<file path="src/rtl/debounce_pkg.sv">
`default_nettype none
// ============================================================================
// Module   : debounce_pkg
// Brief    : Shared FSM encoding and default timing for the switch debouncer.
// Revision : 1.0 - initial release
// ============================================================================
package debounce_pkg;

    localparam int STATE_W                 = 2;
    localparam int DEBOUNCE_10MS_AT_100MHZ = 1000000;

    typedef enum logic [STATE_W-1:0] {
        LOW_STABLE  = 2'd0,
        LOW_TO_HIGH = 2'd1,
        HIGH_STABLE = 2'd2,
        HIGH_TO_LOW = 2'd3
    } state_t;

endpackage
`default_nettype wire

</file>
<file path="src/rtl/switch_debouncer_if.sv">
`default_nettype none
// ============================================================================
// Module   : switch_debouncer_if
// Brief    : Raw switch input and conditioned outputs of one debouncer.
// Revision : 1.0 - initial release
// ============================================================================
interface switch_debouncer_if #(
    parameter int PRESS_W = 8
);
    logic               raw_in;
    logic               level;
    logic               rise;
    logic               fall;
    logic [PRESS_W-1:0] press_count;
    logic               settling;

    modport master (
        output raw_in,
        input  level, rise, fall, press_count, settling
    );

    modport slave (
        input  raw_in,
        output level, rise, fall, press_count, settling
    );
endinterface
`default_nettype wire

</file>
<file path="src/rtl/sync_2ff.sv">
`default_nettype none
// ============================================================================
// Module   : sync_2ff
// Brief    : Two-flop synchroniser for a single asynchronous bit.
// Revision : 1.0 - initial release
// ============================================================================
module sync_2ff (
    input  wire logic clk,
    input  wire logic rst,
    input  wire logic i_d,
    output logic      o_q
);
    logic r_s1;
    logic r_s2;

    always_ff @(posedge clk or negedge rst) begin
        if (!rst) begin
            r_s1 <= 1'b0;
            r_s2 <= 1'b0;
        end else begin
            r_s1 <= i_d;
            r_s2 <= r_s1;
        end
    end

    assign o_q = r_s2;
endmodule
`default_nettype wire

</file>
<file path="src/rtl/switch_debouncer.sv">
`default_nettype none
// ============================================================================
// Module   : switch_debouncer
// Brief    : Synchronise and debounce one mechanical switch; level, edges, count.
// Revision : 1.0 - initial release
// ============================================================================
module switch_debouncer
    import debounce_pkg::*;
#(
    parameter int STABLE_CYCLES = DEBOUNCE_10MS_AT_100MHZ,
    parameter int CNT_W         = 20,
    parameter int PRESS_W       = 8
) (
    input  wire logic         clk,
    input  wire logic         rst,
    switch_debouncer_if.slave bus
);
    localparam logic [CNT_W-1:0] c_cnt_last = CNT_W'(STABLE_CYCLES - 1);
    localparam logic [CNT_W-1:0] c_cnt_one  = CNT_W'(1);

    logic               w_s2;
    state_t             r_state, w_state_nxt;
    logic [CNT_W-1:0]   r_cnt, w_cnt_nxt;
    logic               r_level, w_level_nxt;
    logic               r_rise, w_rise_nxt;
    logic               r_fall, w_fall_nxt;
    logic               r_settling, w_settling_nxt;
    logic [PRESS_W-1:0] r_press, w_press_nxt;

    sync_2ff u_sync (
        .clk (clk),
        .rst (rst),
        .i_d (bus.raw_in),
        .o_q (w_s2)
    );

    always_ff @(posedge clk or negedge rst) begin
        if (!rst) begin
            r_state    <= LOW_STABLE;
            r_cnt      <= '0;
            r_level    <= 1'b0;
            r_rise     <= 1'b0;
            r_fall     <= 1'b0;
            r_settling <= 1'b0;
            r_press    <= '0;
        end else begin
            r_state    <= w_state_nxt;
            r_cnt      <= w_cnt_nxt;
            r_level    <= w_level_nxt;
            r_rise     <= w_rise_nxt;
            r_fall     <= w_fall_nxt;
            r_settling <= w_settling_nxt;
            r_press    <= w_press_nxt;
        end
    end

    // Any opposite sample while qualifying drops back to the stable state with no credit kept.
    always_comb begin
        w_state_nxt = r_state;
        w_cnt_nxt   = r_cnt;
        w_level_nxt = r_level;
        w_rise_nxt  = 1'b0;
        w_fall_nxt  = 1'b0;
        w_press_nxt = r_press;
        case (r_state)
            LOW_STABLE: begin
                if (w_s2) begin
                    w_state_nxt = LOW_TO_HIGH;
                    w_cnt_nxt   = c_cnt_one;
                end else begin
                    w_cnt_nxt   = '0;
                end
            end
            LOW_TO_HIGH: begin
                if (!w_s2) begin
                    w_state_nxt = LOW_STABLE;
                    w_cnt_nxt   = '0;
                end else if (r_cnt == c_cnt_last) begin
                    w_state_nxt = HIGH_STABLE;
                    w_level_nxt = 1'b1;
                    w_rise_nxt  = 1'b1;
                    w_press_nxt = r_press + PRESS_W'(1);
                    w_cnt_nxt   = '0;
                end else begin
                    w_cnt_nxt   = r_cnt + c_cnt_one;
                end
            end
            HIGH_STABLE: begin
                if (!w_s2) begin
                    w_state_nxt = HIGH_TO_LOW;
                    w_cnt_nxt   = c_cnt_one;
                end else begin
                    w_cnt_nxt   = '0;
                end
            end
            HIGH_TO_LOW: begin
                if (w_s2) begin
                    w_state_nxt = HIGH_STABLE;
                    w_cnt_nxt   = '0;
                end else if (r_cnt == c_cnt_last) begin
                    w_state_nxt = LOW_STABLE;
                    w_level_nxt = 1'b0;
                    w_fall_nxt  = 1'b1;
                    w_cnt_nxt   = '0;
                end else begin
                    w_cnt_nxt   = r_cnt + c_cnt_one;
                end
            end
            default: begin
                w_state_nxt = LOW_STABLE;
                w_cnt_nxt   = '0;
            end
        endcase
        w_settling_nxt = (w_state_nxt == LOW_TO_HIGH) || (w_state_nxt == HIGH_TO_LOW);
    end

    assign bus.level       = r_level;
    assign bus.rise        = r_rise;
    assign bus.fall        = r_fall;
    assign bus.settling    = r_settling;
    assign bus.press_count = r_press;
endmodule
`default_nettype wire

</file>
<file path="src/flat_wrapper.sv">
// flat-port wrapper written by rule: the top's interface ports become plain ports
module switch_debouncer_flat import debounce_pkg::*;
#(
    parameter int STABLE_CYCLES = DEBOUNCE_10MS_AT_100MHZ,
    parameter int CNT_W         = 20,
    parameter int PRESS_W       = 8
)
  (clk, rst, bus_raw_in, bus_level, bus_rise, bus_fall, bus_press_count, bus_settling);
  switch_debouncer_if #(.PRESS_W(PRESS_W)) bus_i ();
  input  wire logic clk;
  input  wire logic rst;
  input wire logic [$bits(bus_i.raw_in)-1:0] bus_raw_in;
  output wire logic [$bits(bus_i.level)-1:0] bus_level;
  output wire logic [$bits(bus_i.rise)-1:0] bus_rise;
  output wire logic [$bits(bus_i.fall)-1:0] bus_fall;
  output wire logic [$bits(bus_i.press_count)-1:0] bus_press_count;
  output wire logic [$bits(bus_i.settling)-1:0] bus_settling;
  assign bus_i.raw_in = bus_raw_in;
  assign bus_level = bus_i.level;
  assign bus_rise = bus_i.rise;
  assign bus_fall = bus_i.fall;
  assign bus_press_count = bus_i.press_count;
  assign bus_settling = bus_i.settling;
  switch_debouncer #(.STABLE_CYCLES(STABLE_CYCLES), .CNT_W(CNT_W), .PRESS_W(PRESS_W)) u_core (.clk(clk), .rst(rst), .bus(bus_i));
endmodule
</file>
<file path="config.mk">
export PLATFORM = sky130hd
export DESIGN_NAME = switch_debouncer_flat
export DESIGN_NICKNAME = d
export VERILOG_FILES = /design/src/rtl/debounce_pkg.sv /design/src/rtl/switch_debouncer_if.sv /design/src/rtl/sync_2ff.sv /design/src/rtl/switch_debouncer.sv /design/src/flat_wrapper.sv
export SDC_FILE = /design/constraint.sdc
export NUM_CORES = 1
export LEC_CHECK = 0
export CAP_MARGIN = 10
export CORE_MARGIN = 4
export CORE_UTILIZATION = 30
export CTS_CLUSTER_SIZE = 8
export DETAILED_ROUTE_END_ITERATION = 16
export PLACE_DENSITY = 0.46
export SLEW_MARGIN = 20
export SYNTH_ARGS = -nofsm -noshare
export SYNTH_HDL_FRONTEND = slang
export SYNTH_SLANG_ARGS = --single-unit
</file>
<file path="constraint.sdc">
create_clock -name clk -period 1.9 [get_ports clk]
set_input_delay 0.285 -clock clk [delete_from_list [all_inputs] [get_ports clk]]
set_output_delay 0.285 -clock clk [all_outputs]
set_load 0.01 [all_outputs]
</file>
# Yosys cells after proc, flatten, opt, wreduce, memory -nomap -nowiden
# Cells that the tools add are included.
[totals] reg_bits=36 inputBits=3 out_inout_bits=12
[classes] add_sub_neg=2 n_eq_ne=10 mux=23 reduce_logical=5
[ops] cell="$pmux 20 s4" n=1
[ops] cell="$mux 20" n=3
[ops] cell="$add 20x1->20 const B" n=1
[ops] cell="$eq 20x20->1 const B" n=1
[ops] cell="$mux 2" n=6
[ops] cell="$mux 1" n=11
[ops] cell="$add 8x1->8 const B" n=1
[ops] cell="$pmux 2 s4" n=1
[ops] cell="$eq 2x2->1 const B" n=3
[ops] cell="$reduce_and 5->1" n=1
[ops] cell="$eq 2x1->1 const B" n=2
[ops] cell="$ne 2x1->1 const B" n=2
[ops] cell="$ne 2x2->1 const B" n=2
[ops] cell="$reduce_and 3->1" n=1
[ops] cell="$logic_not 2->1" n=1
[ops] cell="$pmux 1 s2" n=1
[ops] cell="$reduce_bool 2->1" n=1
[ops] cell="$logic_or 1x1->1" n=1

# Depth between registers and ports, before layout
[depth] word_depth=6 ltp_mapped=7 depth_no_buf=5

# By module
# Synthesis repeated with hierarchy kept, for this count alone.
[unflattened] hier_cells=161 area_unflattened_um2=1681.6
[modules_own_cells] module="switch_debouncer" n_inst=1 cells_each=159 area_each_um2=1631.6 seq_area_each_um2=825.8
[modules_own_cells] module="sync_2ff" n_inst=1 cells_each=2 area_each_um2=50.0 seq_area_each_um2=50.0

# Worst setup path before layout
# Ideal clock, no wire load.
[synth_path] path_kind="register to register" startpoint="register u_core.r_cnt[7]" endpoint="register u_core.r_press[1], in the netlist u_core.bus.press_count[1]" t_arrival_ns=1.735 required_ns=1.773 path_slack_ns=0.038 path_stages_with_launch=6 n_path_buf=1 path_cell_list="dfrtp_1 -> nor4b_2 -> or4b_1 -> buf_6 -> nor2_4 -> mux2_1"
[synth_via] elab_chain_len=2
[synth_lines] item="start, declared" line_no="switch_debouncer.sv:23" rtl="logic [CNT_W-1:0] r_cnt, w_cnt_nxt;"
[synth_lines] item="start signal, assigned" line_no="switch_debouncer.sv:48" rtl="r_cnt <= w_cnt_nxt;"
[synth_lines] item="$eq 20x20->1" line_no="switch_debouncer.sv:78" rtl="end else if (r_cnt == c_cnt_last) begin"
[synth_lines] item="$reduce_and 3->1 (no source line)"
[synth_lines] item="end signal, assigned" line_no="switch_debouncer.sv:53" rtl="r_press <= w_press_nxt;"
[synth_lines] item="end, declared" line_no="switch_debouncer.sv:28" rtl="logic [PRESS_W-1:0] r_press, w_press_nxt;"
# Every way passes these cells.
# A chain may end at the register's enable or synchronous reset.

# Final worst setup path
[layout_path] startpoint="register u_core.r_cnt[12]" endpoint="register u_core.r_press[3], in the netlist u_core.bus.press_count[3]"
# The elaborated chain is that of the path after synthesis.

==> results by group <==
Run status
  – Status: finished, final reports clean

Synthesis
  – Count leader, synth: dfrtp_1
  – Syn_area_per_cell: about 11 sq um
  – Xor/xnor cell area share of the yosys netlist: about a tenth
  – Top FF cell, synth: dfrtp_1
  – Post-synth ARST share: between 90% and 100%
  – Mux cell area share after synthesis: between 1 and 1.5%
  – Sequential area share after synthesis: roughly half
  – Largest family of logic cells by synthesized area: simple AND/OR/NAND/NOR gates
  – Synth area leader: dfrtp_1
  – Synth top area share: 50.6%
  – Synth area leaders: dfrtp_1 51%, xor2_1 7.6%, nand4_1 3.6%
  – Post-Syn Area: between 1500 and 2000 sq um
  – Flops & latches, synth: 35
  – Synth Area in Compound Gates: under 10%
  – EDFF count, synth: 0
  – Adder-Cell Fraction of Synth Area: about 1.4%
  – Syn Nets: 169
  – Yosys cell types: 36
  – Top cells by instance count after synthesis: 35 x dfrtp_1, 15 x xor2_1, 13 x nor2_1
  – Synth Area in Simple Gates: 27.6%
  – Synth warn: 0
  – Cells after synthesis: around 160

Clock tree
  – Clock Path Buffers: 2
  – Htree depth: 2
  – Num CTS Buffers: 5
  – Hold buffer count at cts: 0
  – Clock sink count: 35
  – CTS tree: built
  – Worst-Skew Late Latency: approximately 280 ps
  – Clock transition at path regs: about 70 ps
  – Clock root buffer: clkbuf_8
  – Post-CTS Setup Bufs: 0

Floorplan
  – Die W: about 84 um
  – # IOs: 15
  – Core area: approximately 5500 sq um
  – Die ar.: 7050 sq um
  – Initial Util: 31.3%
  – Chip height: 84.0 um
  – Core Rows: 27

Global route
  – Initial antenna violation count: 0
  – GRT overflow: 0
  – All-Layer GR Usage: a little under an eighth
  – Vias in the first global route: 1340
  – Largest net degree at the start of global routing: 36
  – First-pass GRT wire length: approximately 6.5 mm

Setup path
  – CP Data Required Time: between 2000 and 2500 ps
  – Largest stage delay on the critical path: roughly 530 ps
  – R2R depth: 5
  – Kind of end point of the critical path: flip-flop
  – Crit path kind: reg -> reg
  – Slowest-stage cell, CP: or4b_4
  – Crit path buf inv count: 1
  – Critical path depth: 5
  – CP Data Arrival Time: ~2000 ps
  – RR Startpoint: u_core.r_cnt[12]$_DFF_PN0_
  – Crit-path cells: nor4b_4, or4b_4, buf_8, nor3_4, xor2_1
  – Crit-path max FO: 6
  – Top delay family on crit path: simple AND/OR/NAND/NOR gates
  – Startpoint types: flip-flop
  – Flop-to-flop setup slack: 90 ps
  – Worst flop-to-flop path endpoint: u_core.bus.press_count[3]$_DFFE_PN0P_

STA
  – Fin crit share: between 90% and 100%
  – Worst Skew: about 3.6 ps
  – Slew margin rel.: between 60% and 70%
  – Worst Hold Margin: 350 ps
  – Minimum clock period: ~1800 ps
  – Fmax: 552 MHz
  – Final setup violation count: 0
  – Post-route setup TNS: 0 ps
  – Slew at the pin closest to its max-slew limit: roughly 460 ps
  – RSZ-0062 raised after global routing: true
  – Final Hold Viols: 0
  – Final worst slack: 89.8 ps
  – Slew Viols, Final: 0

Finish
  – Fillers: between 500 and 600
  – Final net count: ~200
  – Finished Core Util: ~40%
  – Synth-to-Final Area Change: 27.0%
  – Post-route cell area: 2200 sq um
  – N_diodes: 0
  – FF/Latch Area: about 880 sq um
  – Non-filler cells, final: ~270
  – Layout cell share with drive strength beyond 1: a little under a fifth
  – Area of the multi-input gates: around 850 sq um

Detailed routing
  – DR vias: around 1300
  – Final WL: 3.65 mm
  – Initial drt markers: 20
  – Routed Antenna Nets: 0
  – Wirelength per Cell: approximately 14 um
  – Via/cell ratio: 4.88
  – DRC errors left: 0
  – Drt first pass iters: 4

Placement
  – Placed Area: 2060 sq um
  – Port bufs: 14
  – RD Place Congestion: about 0.76
  – Placed insts: between 200 and 300
  – Worst slack at placement: 21.1 ps
  – HPWL after DPL: ~2.6 mm

Run
  – Max_cap viols: 0

Hold path
  – Hold Crit Class: reg -> reg
  – Hold Crit Depth: 0
  – Hold_sp: u_core.u_sync.r_s1$_DFF_PN0_
  – Hold endpoint: u_core.u_sync.o_q$_DFF_PN0_

Pwr
  – PD cells: ~600 nW/um^2
  – Leakage power: 0.975 nW
  – Max IR drop VDD: roughly 0.47 mV
  – Power Total: between 1 and 1.5 mW
[worst register-to-register path, cell delays in order, from the launching register on]
cell	delay, ps
dfrtp_1	420
nor4b_4	310
or4b_4	530
buf_8	170
nor3_4	170
xor2_1	150
[cell type report]
type / instances / share of cell area (%)
clock buffer: 7 / 3.47
multi-input combinational: 119 / 38.6
clock inverter: 1 / 0.228
timing repair buffer: 31 / 13.1
tap: 72 / 4.10
sequential: 35 / 39.8
inverter: 4 / 0.683
[how the worst max path moves through the flow]
stage                                     startpoint                               endpoint
after floorplan            u_core.r_cnt[7]$_DFF_PN0_  u_core.bus.press_count[1]$_DFFE_PN0P_
final                     u_core.r_cnt[12]$_DFF_PN0_  u_core.bus.press_count[3]$_DFFE_PN0P_
after CTS                  u_core.r_cnt[7]$_DFF_PN0_  u_core.bus.press_count[3]$_DFFE_PN0P_
after global routing      u_core.r_cnt[12]$_DFF_PN0_  u_core.bus.press_count[6]$_DFFE_PN0P_
after detailed placement   u_core.r_cnt[7]$_DFF_PN0_  u_core.bus.press_count[3]$_DFFE_PN0P_
after global placement     u_core.r_cnt[7]$_DFF_PN0_  u_core.bus.press_count[6]$_DFFE_PN0P_
[kinds of logic (layout without fill, tap and decap cells)]
| kind of cell | count (synthesis) | after routing |
|---|---|---|
| AO/OA/AOI/OAI | 20 | 20 |
| XOR/XNOR | 19 | 19 |
| adder cells (fa/ha/maj) | 2 | 2 |
| buffers and inverters | 10 | 43 |
| flip-flops | 35 | 35 |
| multiplexers | 2 | 2 |
| AND/OR/NAND/NOR | 76 | 76 |
[cells in the final DEF, fill, tap and decap left out, types with 2 or more instances in the layout]
cell and n:
dfrtp_1 35, xor2_1 15, buf_4 15, clkdlybuf4s50_1 14
nor2_1 13, nand3_1 11, nand4_1 10, o21ai_0 8
a21oi_1 8, nand2_1 7, or3_1 7, and4_1 5
clkbuf_8 5, inv_1 4, xnor2_1 4, and3_1 3
and2_1 3, nor3_1 3, nor3_4 3, nor3_2 2
clkbuf_1 2
[registers in the layout (all words and copies together) (netlist names)]
register / cells
u_core.u_sync.o_q: 1
u_core.r_cnt: 20
u_core.bus.rise: 1
u_core.bus.fall: 1
u_core.r_state: 1
u_core.bus.settling: 1
u_core.u_sync.r_s1: 1
u_core.bus.press_count: 8
u_core.bus.level: 1
[what timing repair did]
item / in CTS / in global routing
resized for setup: 1 / 9
endpoints found under the setup margin: 1 / 9
hold endpoints to repair: 0 / 0
pin swaps: 0 / 6
[report_power, final]
group          internal [mW]  switching, mW  total, mW
sequential             0.751        0.00607      0.757
combinational         0.0191         0.0306     0.0498
clock                  0.257          0.256      0.513
total                   1.03          0.293       1.32
[per-layer routing]
layer | vias to the layer above | global-route usage [%] | routed length (um)
met5 | - | 0 | 0
met4 | 0 | 3.95 | 24
met3 | 2 | 4.15 | 129
met2 | 24 | 17.3 | 1710
met1 | 633 | 15.3 | 1790
li1 | 653 | - | -
Power figures use the tool's default switching activity.
